[config.mk]
export PLATFORM = sky130hd
export DESIGN_NAME = xulie_gen_flat
export DESIGN_NICKNAME = d
export VERILOG_FILES = /design/src/rtl/xulie_gen_if.sv /design/src/rtl/xulie_gen.sv /design/src/flat_wrapper.sv
export SDC_FILE = /design/constraint.sdc
export NUM_CORES = 1
export LEC_CHECK = 0
export CAP_MARGIN = 20
export CELL_PAD_IN_SITES_DETAIL_PLACEMENT = 1
export CELL_PAD_IN_SITES_GLOBAL_PLACEMENT = 1
export CORE_AREA = 5 5 147 79
export DETAILED_ROUTE_END_ITERATION = 6
export DIE_AREA = 0 0 152 84
export MAX_ROUTING_LAYER = met4
export PLACE_DENSITY_LB_ADDON = 0.1
export SLEW_MARGIN = 10
export SYNTH_ARGS = -nofsm -noshare
export SYNTH_HDL_FRONTEND = slang
export SYNTH_SLANG_ARGS = --single-unit
[constraint.sdc]
create_clock -name clk -period 2.8 [get_ports clk]
set_input_delay 0.56 -clock clk [delete_from_list [all_inputs] [get_ports clk]]
set_output_delay 0.56 -clock clk [all_outputs]
set_load 0.02 [all_outputs]
[src/rtl/xulie_gen_if.sv]
// Control and serial-output bundle of the test-pattern transmitter.
// The master drives the transmit request; the slave is the transmitter itself.
interface xulie_gen_if #(
    parameter int PAT_W = 8,
    parameter int LEN_W = 4
);
    logic             start;
    logic [PAT_W-1:0] pattern;
    logic [LEN_W-1:0] pat_len;
    logic [7:0]       repeat_cnt;
    logic [7:0]       gap_len;
    logic             fill_rand;

    logic             data_out;
    logic             bit_stb;
    logic             pat_end;
    logic             busy;
    logic             done;

    modport master (
        output start, pattern, pat_len, repeat_cnt, gap_len, fill_rand,
        input  data_out, bit_stb, pat_end, busy, done
    );

    modport slave (
        input  start, pattern, pat_len, repeat_cnt, gap_len, fill_rand,
        output data_out, bit_stb, pat_end, busy, done
    );
endinterface

[src/rtl/xulie_gen.sv]
// Serial test-pattern transmitter: filler run then pattern MSB-first, repeated N times.
// First bit appears the cycle after start is accepted; no backpressure, start only taken in IDLE.
module xulie_gen #(
    parameter int          PAT_W     = 8,
    parameter int          LEN_W     = 4,
    parameter int          CLK_DIV   = 1,
    parameter logic [15:0] LFSR_SEED = 16'hACE1
) (
    input  logic       clk,
    input  logic       rst,
    xulie_gen_if.slave bus
);
    localparam int               DIV_W    = $clog2(CLK_DIV + 1);
    localparam logic [DIV_W-1:0] DIV_LAST = DIV_W'(CLK_DIV - 1);
    localparam logic [LEN_W-1:0] LEN_MAX  = LEN_W'(PAT_W);

    typedef enum logic [1:0] {
        S_IDLE,
        S_GAP,
        S_SEND,
        S_DONE
    } state_e;

    state_e           state_q,   state_d;
    logic [PAT_W-1:0] pat_q,     pat_d;
    logic [PAT_W-1:0] sh_q,      sh_d;
    logic [LEN_W-1:0] len_q,     len_d;
    logic [LEN_W-1:0] idx_q,     idx_d;
    logic [7:0]       rep_q,     rep_d;
    logic [7:0]       gap_len_q, gap_len_d;
    logic [7:0]       gap_q,     gap_d;
    logic             fill_q,    fill_d;
    logic [DIV_W-1:0] div_q,     div_d;
    logic [15:0]      lfsr_q,    lfsr_d;

    logic [LEN_W-1:0] len_in;
    logic [PAT_W-1:0] pat_in;
    logic [15:0]      lfsr_nxt;
    logic             bit_first;
    logic             bit_last;

    logic             data_out_w;
    logic             bit_stb_w;
    logic             pat_end_w;
    logic             busy_w;
    logic             done_w;

    // Pattern is stored left-aligned so the serializer always shifts out the MSB.
    always_comb begin
        len_in = bus.pat_len;
        if (bus.pat_len == '0 || bus.pat_len > LEN_MAX) begin
            len_in = LEN_MAX;
        end
        pat_in = bus.pattern << (PAT_W - int'(len_in));
    end

    assign lfsr_nxt  = {lfsr_q[0] ^ lfsr_q[2] ^ lfsr_q[3] ^ lfsr_q[5], lfsr_q[15:1]};
    assign bit_first = (div_q == DIV_LAST);
    assign bit_last  = (div_q == '0);

    always_ff @(posedge clk) begin
        if (rst) begin
            state_q   <= S_IDLE;
            pat_q     <= '0;
            sh_q      <= '0;
            len_q     <= '0;
            idx_q     <= '0;
            rep_q     <= '0;
            gap_len_q <= '0;
            gap_q     <= '0;
            fill_q    <= 1'b0;
            div_q     <= '0;
            lfsr_q    <= LFSR_SEED;
        end else begin
            state_q   <= state_d;
            pat_q     <= pat_d;
            sh_q      <= sh_d;
            len_q     <= len_d;
            idx_q     <= idx_d;
            rep_q     <= rep_d;
            gap_len_q <= gap_len_d;
            gap_q     <= gap_d;
            fill_q    <= fill_d;
            div_q     <= div_d;
            lfsr_q    <= lfsr_d;
        end
    end

    always_comb begin
        state_d   = state_q;
        pat_d     = pat_q;
        sh_d      = sh_q;
        len_d     = len_q;
        idx_d     = idx_q;
        rep_d     = rep_q;
        gap_len_d = gap_len_q;
        gap_d     = gap_q;
        fill_d    = fill_q;
        div_d     = div_q;
        lfsr_d    = lfsr_q;

        unique case (state_q)
            S_IDLE: begin
                if (bus.start) begin
                    pat_d     = pat_in;
                    sh_d      = pat_in;
                    len_d     = len_in;
                    idx_d     = len_in - LEN_W'(1);
                    rep_d     = (bus.repeat_cnt == 8'd0) ? 8'd0 : bus.repeat_cnt - 8'd1;
                    gap_len_d = bus.gap_len;
                    fill_d    = bus.fill_rand;
                    div_d     = DIV_LAST;
                    if (bus.gap_len != 8'd0) begin
                        gap_d   = bus.gap_len - 8'd1;
                        state_d = S_GAP;
                    end else begin
                        state_d = S_SEND;
                    end
                end
            end

            S_GAP: begin
                if (bit_last) begin
                    div_d = DIV_LAST;
                    if (fill_q) begin
                        lfsr_d = lfsr_nxt;
                    end
                    if (gap_q == 8'd0) begin
                        state_d = S_SEND;
                    end else begin
                        gap_d = gap_q - 8'd1;
                    end
                end else begin
                    div_d = div_q - DIV_W'(1);
                end
            end

            S_SEND: begin
                if (bit_last) begin
                    div_d = DIV_LAST;
                    if (idx_q == '0) begin
                        if (rep_q == 8'd0) begin
                            state_d = S_DONE;
                        end else begin
                            // Next repetition restarts from the stored, aligned pattern.
                            rep_d = rep_q - 8'd1;
                            sh_d  = pat_q;
                            idx_d = len_q - LEN_W'(1);
                            if (gap_len_q != 8'd0) begin
                                gap_d   = gap_len_q - 8'd1;
                                state_d = S_GAP;
                            end else begin
                                state_d = S_SEND;
                            end
                        end
                    end else begin
                        idx_d = idx_q - LEN_W'(1);
                        sh_d  = sh_q << 1;
                    end
                end else begin
                    div_d = div_q - DIV_W'(1);
                end
            end

            S_DONE: begin
                state_d = S_IDLE;
            end

            default: begin
                state_d = S_IDLE;
            end
        endcase
    end

    always_comb begin
        busy_w     = (state_q == S_GAP) || (state_q == S_SEND);
        done_w     = (state_q == S_DONE);
        bit_stb_w  = busy_w && bit_first;
        pat_end_w  = (state_q == S_SEND) && bit_first && (idx_q == '0);
        data_out_w = 1'b0;
        if (state_q == S_GAP) begin
            data_out_w = fill_q & lfsr_q[0];
        end else if (state_q == S_SEND) begin
            data_out_w = sh_q[PAT_W-1];
        end
    end

    assign bus.data_out = data_out_w;
    assign bus.bit_stb  = bit_stb_w;
    assign bus.pat_end  = pat_end_w;
    assign bus.busy     = busy_w;
    assign bus.done     = done_w;
endmodule

[src/flat_wrapper.sv]
// flat-port wrapper written by rule: the top's interface ports become plain ports
module xulie_gen_flat 
#(
    parameter int          PAT_W     = 8,
    parameter int          LEN_W     = 4,
    parameter int          CLK_DIV   = 1,
    parameter logic [15:0] LFSR_SEED = 16'hACE1
)
  (clk, rst, bus_start, bus_pattern, bus_pat_len, bus_repeat_cnt, bus_gap_len, bus_fill_rand, bus_data_out, bus_bit_stb, bus_pat_end, bus_busy, bus_done);
  xulie_gen_if #(.PAT_W(PAT_W), .LEN_W(LEN_W)) bus_i ();
  input  logic clk;
  input  logic rst;
  input wire logic [$bits(bus_i.start)-1:0] bus_start;
  input wire logic [$bits(bus_i.pattern)-1:0] bus_pattern;
  input wire logic [$bits(bus_i.pat_len)-1:0] bus_pat_len;
  input wire logic [$bits(bus_i.repeat_cnt)-1:0] bus_repeat_cnt;
  input wire logic [$bits(bus_i.gap_len)-1:0] bus_gap_len;
  input wire logic [$bits(bus_i.fill_rand)-1:0] bus_fill_rand;
  output wire logic [$bits(bus_i.data_out)-1:0] bus_data_out;
  output wire logic [$bits(bus_i.bit_stb)-1:0] bus_bit_stb;
  output wire logic [$bits(bus_i.pat_end)-1:0] bus_pat_end;
  output wire logic [$bits(bus_i.busy)-1:0] bus_busy;
  output wire logic [$bits(bus_i.done)-1:0] bus_done;
  assign bus_i.start = bus_start;
  assign bus_i.pattern = bus_pattern;
  assign bus_i.pat_len = bus_pat_len;
  assign bus_i.repeat_cnt = bus_repeat_cnt;
  assign bus_i.gap_len = bus_gap_len;
  assign bus_i.fill_rand = bus_fill_rand;
  assign bus_data_out = bus_i.data_out;
  assign bus_bit_stb = bus_i.bit_stb;
  assign bus_pat_end = bus_i.pat_end;
  assign bus_busy = bus_i.busy;
  assign bus_done = bus_i.done;
  xulie_gen #(.PAT_W(PAT_W), .LEN_W(LEN_W), .CLK_DIV(CLK_DIV), .LFSR_SEED(LFSR_SEED)) u_core (.clk(clk), .rst(rst), .bus(bus_i));
endmodule
==> summary.md, run 1 <==
| Metric | Value |
|---|---|
| Status | `finished, final reports clean` |
| Total number of vias | `3,704` |
| DR DRC count | `0` |
| Cell area after layout | `4660 µm²` |
| Hold Vio Cnt, Final | `0` |
| First-pass GRT wire length | `around 20,000 µm` |
| Synth area leader | `dfxtp_1` |
| Most frequent cells after synthesis | `103 x nand2_1, 67 x dfxtp_1, 50 x a21oi_1` |
| CTS Root Cell | `clkbuf_16` |
| Total CTS buffers | `9` |
| P_leak | `1.71 nW` |
| Slew @ Worst Pin | `about 710 ps` |
| Worst Setup Path Type | `flop to output port` |
| Slew margin rel. | `0.527` |
| Clk pin slew, worst setup/hold paths | `approximately 60 ps` |
| Total core area | `about 10,000 µm²` |
| Clock Latency Late Sink | `around 330 ps` |
| Peak supply drop | `395 µV` |
| Mapped Area | `~3800 µm²` |
| Synth unique cells | `53` |
| Vias in the first global route | `3,761` |
| Endpoint class of the critical path | `output port` |
| Routability Congestion | `a little under 0.9` |
| FILL cells | `roughly 1,300` |
| Post-CTS sizing | `0` |
| Max clock buf depth | `2` |
| Final setup vio count | `0` |
| Setup Fix Bufs, Post-CTS | `0` |
| Top-area cell type share of the netlist area | `0.358` |
| Layout area overhead | `24.3%` |
| Die area | `between 10,000 and 15,000 µm²` |
| IO Pins | `37` |
| Synth area leaders | `dfxtp_1 36%, nand2_1 10%, a21oi_1 6.7%, nor2_1 4.4%, o21ai_0 3.7%` |
| Crit start category | `flop` |
| Antenna viol nets, final | `0` |
| PD cells | `about 1100 nW/µm²` |
| TritonCTS clock tree | `built` |
| Hold_buf cts | `0` |
| Vias per cell | `around 5.3` |
| Peak Freq | `about 380 MHz` |
| Initial antenna violation count | `0` |
| Sequential area share after synthesis | `0.358` |
| Routed WL | `between 10,000 and 15,000 µm` |
| N_diodes | `0` |
| WP data required | `around 2200 ps` |
| Synth Net Count | `approximately 540` |
| Die width | `around 150 µm` |
| Async set or reset register ratio after synthesis | `0` |
| Gr ovfl total | `0` |
| Tmin final | `around 2600 ps` |
| Synth warn | `0` |
| Overall routing resource usage | `0.193` |
| Syn Inst Count | `500` |
| Slew Limit Fails | `0` |
| Critical Path AT | `~2100 ps` |
| NumNets Final | `slightly below 600` |
| Site Rows | `27` |
| Number of synthesized flops with an enable pin | `0` |
| Number of I/O port buffers | `36` |
| Clock Sinks | `67` |
| DP Area | `between 4000 and 5000 µm²` |
| Syn avg cell area | `7.50 µm²` |
| RSZ-0062 raised after global routing | `false` |
| Die H | `roughly 84 µm` |
| Period utilization | `0.945` |
| Synth Flop Type | `dfxtp_1` |
| Worst min-delay path class | `flop to flop` |
| Detailed Place HPWL | `approximately 8700 µm` |
| Final setup skew | `6.40 ps` |
| #FFs+latches synth | `67` |
| MaxCap Viol Count | `0` |
| Crit Path Max Fanout | `4` |
| Share of layout cells above drive strength 1 | `0.118` |
| Pre-antenna DRT Iters | `4` |
| Count leader, synth | `nand2_1` |
| Largest net degree at the start of global routing | `54` |
| H-tree levels | `3` |
| Initial core utilization | `0.361` |
| Pwr Total | `just over 5 mW` |
| WL/cell | `around 17 µm` |
| 1st-iter DRT viols | `182` |
path summary, 6_finish.rpt:
kind                     startpoint              end  slack (ps)  depth (start not counted)
setup / recovery    u_core.idx_q[3]      bus_pat_end         160                          3
setup reg to reg  u_core.state_q[1]  u_core.gap_q[7]         250                          8
hold / removal      u_core.pat_q[5]  u_core.pat_q[5]         450                          2
hold reg to reg     u_core.pat_q[5]  u_core.pat_q[5]         450                          2
metal layers:
metal | up-vias | routed length, µm | global-route usage
met5 | - | 0 | -
met4 | 0 | 80 | 0.0343
met3 | 11 | 570 | 0.0378
met2 | 61 | 4940 | 0.283
met1 | 1793 | 6100 | 0.278
li1 | 1839 | - | -
state kept, by name, summed over array words and instances, names as in the netlist, 2 cells and up:
signal,flops
u_core.gap_len_q,8
u_core.gap_q,8
u_core.idx_q,4
u_core.len_q,4
u_core.lfsr_q,16
u_core.pat_q,8
u_core.rep_q,8
u_core.sh_q,8
u_core.state_q,2
report_power, final:
group | total, mW | internal (mW) | leakage [nW] | switching, mW
clock | 1.15 | 0.700 | 0.141 | 0.449
sequential | 1.39 | 1.19 | 0.549 | 0.204
combinational | 2.59 | 1.02 | 1.02 | 1.58
total | 5.14 | 2.91 | 1.71 | 2.23
logic make-up after synthesis:
group                      count (synthesis)  share of synthesized area
and+or+nand+nor                          216                      0.261
muxes                                      8                     0.0260
DFF                                       67                      0.358
adders and majority gates                  9                     0.0300
AOI/OAI and AO/OA                        131                      0.222
xor gates and xnor gates                  19                     0.0444
buffers and inverters                     50                     0.0590
cells in the final DEF, fill, tap and decap left out, types with 8 or more instances in the layout:
cell,synthesis,final
nor3_1,10,10
nand3_1,21,21
ha_1,9,9
a21oi_1,50,50
nand2_1,103,103
dfxtp_1,67,67
nor4_1,9,8
a22oi_1,11,11
xnor2_1,15,15
clkdlybuf4s50_1,0,35
clkbuf_16,0,9
inv_1,17,17
o21ai_0,28,28
nor2_1,44,44
buf_4,1,30
layout make-up:
| type | instances | area (µm²) | share of cell area |
|---|---|---|---|
| tap | 145 | 181 | 0.0389 |
| clock inverter | 6 | 73.8 | 0.0158 |
| multi-input combinational | 383 | 2190 | 0.470 |
| sequential | 67 | 1340 | 0.288 |
| clock buffer | 10 | 229 | 0.0491 |
| timing repair buffer | 66 | 581 | 0.124 |
| inverter | 17 | 63.8 | 0.0137 |
metrics by stage:
step                worst slack (ps)  setup TNS [ps]  hold WS [ps]  std cells  utilization
floorplan                        178               0           427        500            -
CTS                              136               0           460        694        0.448
finish                           155               0           455        694        0.448
global placement                18.6               0           438        678        0.419
global route                    41.0               0           475        694        0.448
detailed placement              -148            -235           450        678        0.419
worst max-delay path, cell delays in order (launching register included):
cell and delay (ps):
dfxtp_1 340, or4_1 590, nor2_1 190, clkdlybuf4s50_1 630
(Power assumes the default switching activity.)
==> run 2: changes to the inputs <==
--- a/config.mk
+++ b/config.mk
@@ -9,6 +9,7 @@
 export CELL_PAD_IN_SITES_DETAIL_PLACEMENT = 1
 export CELL_PAD_IN_SITES_GLOBAL_PLACEMENT = 1
 export CORE_AREA = 5 5 147 79
+export CTS_CLUSTER_SIZE = 14
 export DETAILED_ROUTE_END_ITERATION = 6
 export DIE_AREA = 0 0 152 84
 export MAX_ROUTING_LAYER = met4
==> constraint.sdc (replaced) <==
create_clock -name clk -period 2.8 [get_ports clk]
set_input_delay 0.56 -clock clk [delete_from_list [all_inputs] [get_ports clk]]
set_output_delay 0.56 -clock clk [all_outputs]
set_load 0.05 [all_outputs]
==> summary.md, run 2 (synthesis results as in run 1) <==
| Metric | Value |
|---|---|
| Post-CTS sizing | `0` |
| Clk pin slew, worst setup/hold paths | `about 60 ps` |
| Layout area overhead | `24.7%` |
| MaxCap Viol Count | `0` |
| TNS Setup | `0 ps` |
| Die width | `about 150 µm` |
| P_leak | `1.72 nW` |
| Peak supply drop | `378 µV` |
| Reg2Reg Depth | `8` |
| Hold Vio Cnt, Final | `0` |
| Routed WL | `12,100 µm` |
| Critical R2R Launch | `u_core.state_q[1]` |
| Hold Crit Start | `u_core.lfsr_q[9]` |
| Critical Path AT | `just over 2000 ps` |
| WP data required | `2240 ps` |
| Total core area | `10,400 µm²` |
| Clock Sinks | `67` |
| Setup Fix Bufs, Post-CTS | `0` |
| Largest register FFs | `16` |
| Gr ovfl total | `0` |
| Total number of vias | `about 3,700` |
| Slew Limit Fails | `0` |
| PD cells | `roughly 1100 nW/µm²` |
| IO Pins | `37` |
| Initial antenna violation count | `0` |
| Period utilization | `0.928` |
| Worst Setup Path Type | `flop to output port` |
| Clock Latency Late Sink | `340 ps` |
| Die H | `84 µm` |
| Pre-antenna DRT Iters | `4` |
| Die area | `about 13,000 µm²` |
| Number of I/O port buffers | `36` |
| H-tree levels | `3` |
| Largest net degree at the start of global routing | `between 50 and 60` |
| Site Rows | `27` |
| Hold_buf cts | `0` |
| Detailed Place HPWL | `8990 µm` |
| Initial core utilization | `0.361` |
| Slew margin rel. | `0.548` |
| Most frequent cells in the layout | `103 x nand2_1, 67 x dfxtp_1, 50 x a21oi_1` |
| Final setup skew | `9.03 ps` |
| Biggest register | `u_core.lfsr_q` |
| Status | `finished, final reports clean` |
| Pwr Total | `about 5.2 mW` |
| Overall routing resource usage | `0.200` |
| DR DRC count | `0` |
| Antenna viol nets, final | `0` |
| NumNets Final | `about 600` |
| Footprint of the multi-input gates | `between 2000 and 2500 µm²` |
| Peak Freq | `385 MHz` |
| FILL cells | `roughly 1,300` |
| WL/cell | `~17 µm` |
| Crit Path Max Fanout | `11` |
| Share of layout cells above drive strength 1 | `0.123` |
| RSZ-0062 raised after global routing | `false` |
| Sequential standard cell area | `1340 µm²` |
| Worst min-delay path class | `flop to flop` |
| CTS Root Cell | `clkbuf_16` |
| Vias per cell | `roughly 5.4` |
| Vias in the first global route | `about 3,800` |
| Cell area after layout | `4680 µm²` |
| CP startpoint | `u_core.state_q[0]` |
| DP Area | `between 4000 and 5000 µm²` |
| R2r endpoint | `u_core.gap_q[7]` |
| Crit start category | `flop` |
| N_diodes | `0` |
| Total CTS buffers | `9` |
| Endpoint class of the critical path | `output port` |
| Routability Congestion | `about 0.86` |
| Commonest non-fill, non-tap cell in the layout | `nand2_1` |
| Finished Core Util | `0.450` |
| Final setup vio count | `0` |
| Hold endpoint | `u_core.lfsr_q[8]` |
| 1st-iter DRT viols | `152` |
| First-pass GRT wire length | `around 20,000 µm` |
| Hold Path Stages | `2` |
| Tmin final | `2600 ps` |
| Final hold slack | `about 450 ps` |
| Slew @ Worst Pin | `just under 700 ps` |
| Register-to-register path setup slack | `between 200 and 300 ps` |
| TritonCTS clock tree | `built` |
| Max clock buf depth | `2` |
==> run 2: layer usage <==
metal  wire [µm]  part of all wire  track usage
met1        6230              0.52        0.280
met2        5030              0.42        0.287
met3         681             0.056       0.0523
met4         115            0.0095       0.0465
met5           0                 0            -
==> run 2: how the worst max path moves through the flow <==
stage	end	slack (ps)	cells past startpoint
finish	bus_pat_end	200	7
CTS	bus_pat_end	170	7
detailed placement	u_core.sh_q[7]	-120	10
global placement	u_core.sh_q[7]	-20	10
global route	bus_pat_end	40	7
floorplan	bus_data_out	80	7
==> run 2: power by group <==
part	switching, mW	internal, mW	total [mW]
Sequential	0.213	1.19	1.40
Combinational	1.67	1.04	2.70
Clock	0.430	0.685	1.11
Total	2.31	2.91	5.22
==> run 2: worst max-delay path, cell delays in order (launching register included) <==
cell and delay, ps:
dfxtp_1 340, inv_1 90, ha_1 370, inv_1 190, buf_4 220, nor2_1 180, buf_4 170, buf_12 130
==> run 2: final cells by class <==
| class | instances | share of cell area |
|---|---|---|
| Clock inverter | 6 | 0.0144 |
| Clock buffer | 9 | 0.0481 |
| Multi-Input combinational cell | 383 | 0.469 |
| Tap cell | 145 | 0.0388 |
| Inverter | 17 | 0.0136 |
| Timing Repair Buffer | 64 | 0.129 |
| Sequential cell | 67 | 0.287 |
==> run 2: metrics by stage <==
step / worst slack [ps] / std cells
floorplan: 84.3 / 500
global placement: -15.5 / 676
detailed placement: -123 / 676
CTS: 165 / 691
global route: 39.0 / 691
finish: 203 / 691
==> variant 1, RTL diff (config.mk and constraints of run 1) <==
The 4 states of `state_e` get a one-hot encoding in 4 bits.
--- a/src/rtl/xulie_gen.sv
+++ b/src/rtl/xulie_gen.sv
@@ -15,9 +15,9 @@
     localparam logic [LEN_W-1:0] LEN_MAX  = LEN_W'(PAT_W);
 
-    typedef enum logic [1:0] {
-        S_IDLE,
-        S_GAP,
-        S_SEND,
-        S_DONE
+    typedef enum logic [3:0] {
+        S_IDLE = 4'b0001,
+        S_GAP  = 4'b0010,
+        S_SEND = 4'b0100,
+        S_DONE = 4'b1000
     } state_e;
 
Formal check against the unedited RTL: same outputs for any inputs over 10 cycles, from zero or initial values and one cycle with rst high; not proved beyond that.
==> variant 1 against run 1 <==
- area after synthesis increased by 7.9%
- core utilization increased by 2.8 points
- sequential cell count increased by 2
- routed wire length increased by 17%
- non-clock buffer count increased by 4
- critical path depth increased by 1
- cell area increased by 6.3%
- setup slack got worse by 45 ps
- critical endpoint is now bus_data_out
Power is not compared: it rests on default switching activity, and its combinational part moved more than twofold at a synthesized area within 25%.
==> variant 1: results <==
group,metric,value,unit
worst_setup_path,worstReg2RegStart,"u_core.state_q[3]",
grt,grt_pass1_vias,4037,
cells_and_area,fillers,1332,
cells_and_area,final_nets,618,
worst_setup_path,r2r-end,"u_core.gap_q[6]",
clocking,cts.path.max_buffers,2,
clocking,path_clk_slew,60,ps
sta,fin_skew,9.21,ps
grt,grt_max_degree,53,
power,power.leakage,1.80,nW
synthesis,syn-num-nets,577,
routing,drt_iter0_markers,268,
hold_path,min_to,"u_core.pat_q[1]",
grt,grt_antenna_before_repair,1,
routing,drt_first_pass_iters,5,
grt,track_usage,22.3,%
synthesis,ys_top_cells_by_count,"97 x nand2_1, 69 x dfxtp_1, 48 x a21oi_1, 46 x nor2_1, 34 x o21ai_0",
synthesis,syn-mean-instance-area,7.51,sq um
synthesis,ys_seq_area_share,34.1,%
clocking,ctsResizeCount,1,
cells_and_area,instances_no_fill,730,
sta,slew_headroom,51.4,%
worst_setup_path,rr_worst_depth,8,
worst_setup_path,crit_path_end,"bus_data_out",
synthesis,synth_cell_types,64,
hold_path,worst_hold_startpoint,"u_core.pat_q[1]",
worst_setup_path,crit_fanout,11,
placed_design,dp_hpwl,10000,um
outcome,status,"finished clean",
cells_and_area,drive_gt1_share,11.5,%
worst_setup_path,r2r_slack,380,ps
placed_design,dp.cells,712,
grt,grt_first_pass_wirelength,22300,um
routing,routed_via_density,5.70,
routing,routed_wl,13600,um
placed_design,gp_congestion,0.861,
synthesis,synthTopCellsByArea,"dfxtp_1 34%, nand2_1 9.0%, a21oi_1 5.9%, nor2_1 4.3%, o21ai_0 4.2%",
sta,worst_hold_slack,455,ps
## variant 1: changes by cell type after synthesis, sizes merged, moves of 6 or more
cell / delta
nor4b: +9
o21ai: +9
and3: +7
buf: +6
inv: -6
nand2: -6
## variant 1: cells by family (layout without fill, tap and decap cells)
family | count (synthesis) | in the layout | share of synthesized area (%)
simple gates | 245 | 245 | 30.0
compound gates | 148 | 148 | 23.3
flops | 69 | 69 | 34.1
buf+inv | 51 | 96 | 5.60
xor+xnor | 15 | 15 | 3.25
fa+ha+maj | 6 | 6 | 1.86
mux | 5 | 5 | 1.86
other cells | 0 | 1 | 0
## variant 1: final cells by class
type	instances	area, sq um	share of cell area [%]
multi-input cells	419	2450	49.4
flip-flops and latches	69	1380	27.9
repair buffers	70	611	12.3
clock buffers	9	225	4.54
well taps	145	181	3.66
clock inverters	6	65.1	1.31
inverters	11	41.3	0.832
diodes	1	2.50	0.0505
## variant 1: routing by layer
metal	global-route usage (%)	up-vias	wire length, um
li1	-	2008	-
met1	33.9	2036	7470
met2	29.6	106	5350
met3	5.54	8	727
met4	3.43	0	86
met5	-	-	0
## variant 1: stage by stage
stage	setup TNS (ps)	power (mW)	setup WS [ps]	util, %	instance area (sq um)
6_report	0	3.07	110	47.7	4960
5_1_grt	0	3.24	8.52	47.7	4960
4_1_cts	0	3.08	46.9	47.4	4930
3_5_place_dp	-1130	1.93	-362	44.6	4640
3_3_place_gp	-343	1.91	-162	44.6	4640
2_1_floorplan	0	1.64	162	-	4050
## variant 1: power breakdown
part	total (mW)	internal (mW)	switching [mW]
logic	0.777	0.317	0.459
registers	1.16	1.07	0.0887
clock network	1.14	0.684	0.451
total	3.07	2.07	0.999
## variant 1: critical path: stages (launching register included)
cell             delay, ps
dfxtp_1                480
nor4b_4                380
and2_1                 190
a22o_1                 130
clkdlybuf4s50_1        610
==> variant 2, RTL diff (config.mk and constraints of run 1) <==
Without the edit above. `PAT_W` is set to 8 in 3 places; all go to 9.
--- a/src/rtl/xulie_gen_if.sv
+++ b/src/rtl/xulie_gen_if.sv
@@ -2,5 +2,5 @@
 // The master drives the transmit request; the slave is the transmitter itself.
 interface xulie_gen_if #(
-    parameter int PAT_W = 8,
+    parameter int PAT_W = 9,
     parameter int LEN_W = 4
 );
--- a/src/rtl/xulie_gen.sv
+++ b/src/rtl/xulie_gen.sv
@@ -2,5 +2,5 @@
 // First bit appears the cycle after start is accepted; no backpressure, start only taken in IDLE.
 module xulie_gen #(
-    parameter int          PAT_W     = 8,
+    parameter int          PAT_W     = 9,
     parameter int          LEN_W     = 4,
     parameter int          CLK_DIV   = 1,
--- a/src/flat_wrapper.sv
+++ b/src/flat_wrapper.sv
@@ -2,5 +2,5 @@
 module xulie_gen_flat 
 #(
-    parameter int          PAT_W     = 8,
+    parameter int          PAT_W     = 9,
     parameter int          LEN_W     = 4,
     parameter int          CLK_DIV   = 1,
Ports: changed (resized bus_pattern); port bits go from 37 to 38. The function was not compared with the original's and may differ.
==> variant 2 against run 1 <==
- critical path depth is the same
- area after synthesis grew 3.7%
- setup slack lost 51 ps
- routed wire length grew 6.1%
- sequential cell count grew 2
- sequential share of layout area shrank 0.60 points
- final cell count grew 0.72%
- total power grew 4.9%
- cell area grew 5.2%
- count of clock-buffer cells in the layout grew 1
- global-route usage grew 0.73 points
- largest cell class unchanged
==> variant 2: results <==
group,metric,value,unit
outcome,status,"finished clean",
synthesis,synth_fa_ha_area_share,2.90,%
placed_design,dp_slack,-94.7,ps
cells_and_area,final_nets,591,
synthesis,syn-mean-instance-area,7.76,sq um
worst_setup_path,crit_fanout,5,
hold_path,hold_path_class,"reg -> reg",
placed_design,dp_hpwl,9220,um
hold_path,worst_hold_startpoint,"u_core.lfsr_q[9]",
synthesis,synth_ff_type,"dfxtp_1",
placed_design,gp_congestion,0.857,
synthesis,syn-num-nets,543,
clocking,cts.path.max_buffers,2,
clocking,clk-insertion-delay-late,330,ps
grt,track_usage,20.0,%
routing,drt_iter0_markers,297,
synthesis,muxShareOfSynthArea,6.11,%
cells_and_area,reg_top3,"u_core.lfsr_q: 16 flops, u_core.pat_q: 9 flops, u_core.sh_q: 9 flops",
worst_setup_path,worstReg2RegStart,"u_core.state_q[0]",
worst_setup_path,rr_worst_depth,10,
cells_and_area,drive_gt1_share,12.1,%
routing,routed_wl,12400,um
grt,grt_max_degree,44,
synthesis,synthXorXnorAreaFrac,3.38,%
synthesis,ys_seq_area_share,35.5,%
routing,drt_first_pass_iters,4,
clocking,cts_buffers,9,
grt,grt_first_pass_wirelength,20300,um
grt,grt_pass1_vias,3868,
routing,drtAntennaViolNets,0,
synthesis,async_reset_ff_share,0,%
grt,grt_antenna_before_repair,0,
worst_setup_path,r2r_slack,240,ps
synthesis,synthTopCellsByArea,"dfxtp_1 36%, nand2_1 8.1%, a21oi_1 7.1%, mux2i_1 4.4%, nor2_1 3.7%",
clocking,h-tree-depth,3,
worst_setup_path,arrival,2140,ps
sta,slew_headroom,59.7,%
clocking,cts_root_buf,"clkbuf_16",
hold_path,whs_path_depth,2,
sta,fin_skew,6.19,ps
cells_and_area,instances_no_fill,699,
placed_design,port-buffer-count,37,
cells_and_area,antenna_cells,0,
routing,vias,3844,
hold_path,min_to,"u_core.lfsr_q[8]",
synthesis,ys_top_cells_by_count,"84 x nand2_1, 69 x dfxtp_1, 55 x a21oi_1, 38 x nor2_1, 25 x o21ai_0",
synthesis,ys_warn_count,0,
grt,grt_overflow_total,0,
clocking,path_clk_slew,60,ps
placed_design,place_area,0.00454,sq mm
synthesis,synth_cell_types,61,
placed_design,dp.cells,683,
worst_setup_path,r2r-end,"u_core.idx_q[3]",
clocking,cts_setup_buffers,0,
synthesis,synth-compound-area-share,23.1,%
power,power.leakage,1.85,nW
power,max-vdd-ir-drop,0.396,mV
synthesis,synth_top_family_by_area,"simple AND/OR/NAND/NOR gates",
-- variant 2: timing repair --
item / in CTS / in global routing
endpoints found under the setup margin: 1 / 5
pin swaps: 0 / 1
resized for setup: 1 / 2
-- variant 2: cell type report --
class                   instances  area [sq um]
fillers                      1327          5500
well taps                     145           181
flip-flops and latches         69          1380
clock inverters                 5           106
clock buffers                  11           253
multi-input cells             384          2310
inverters                      16          60.1
repair buffers                 69           611
-- variant 2: kinds of logic after synthesis --
group,count (synthesis)
XOR/XNOR,15
buffers and inverters,48
adder cells (fa/ha/maj),9
AND/OR/NAND/NOR,194
flip-flops,69
multiplexers,22
AO/OA/AOI/OAI,144
-- variant 2: worst max-delay path: stages (launching register included) --
cell and delay (ps):
dfxtp_1 350, nor4_4 520, and2_1 290, clkdlybuf4s50_1 640
-- variant 2: how the worst max path moves through the flow --
stage / start / endpoint / slack, ps / cells after the start
floorplan: u_core.state_q[0] / bus_data_out / 80 / 8
global placement: bus_pat_len[1] / u_core.sh_q[8] / -20 / 9
detailed placement: bus_pat_len[2] / u_core.idx_q[3] / -90 / 8
CTS: u_core.state_q[0] / bus_busy / 20 / 3
global route: u_core.idx_q[2] / bus_pat_end / 4 / 3
finish: u_core.idx_q[2] / bus_pat_end / 100 / 3
-- variant 2: metal layers --
metal,track usage (%),share of wire [%]
met5,-,0
met4,4.08,0.77
met3,4.45,5.1
met2,30.2,44
met1,27.7,51
-- variant 2: through the flow --
step / hold WS [ps] / TNS [ps]
2_1_floorplan: 428 / 0
3_3_place_gp: 444 / -19.2
3_5_place_dp: 456 / -235
4_1_cts: 465 / 0
5_1_grt: 477 / 0
6_report: 456 / 0
-- variant 2: report_power, final --
part           leakage (nW)  internal [mW]  total (mW)  switching [mW]
Sequential            0.565           1.21        1.43           0.215
Clock                 0.172          0.920        1.37           0.448
Combinational          1.11           1.04        2.59            1.56
Total                  1.85           3.17        5.39            2.22
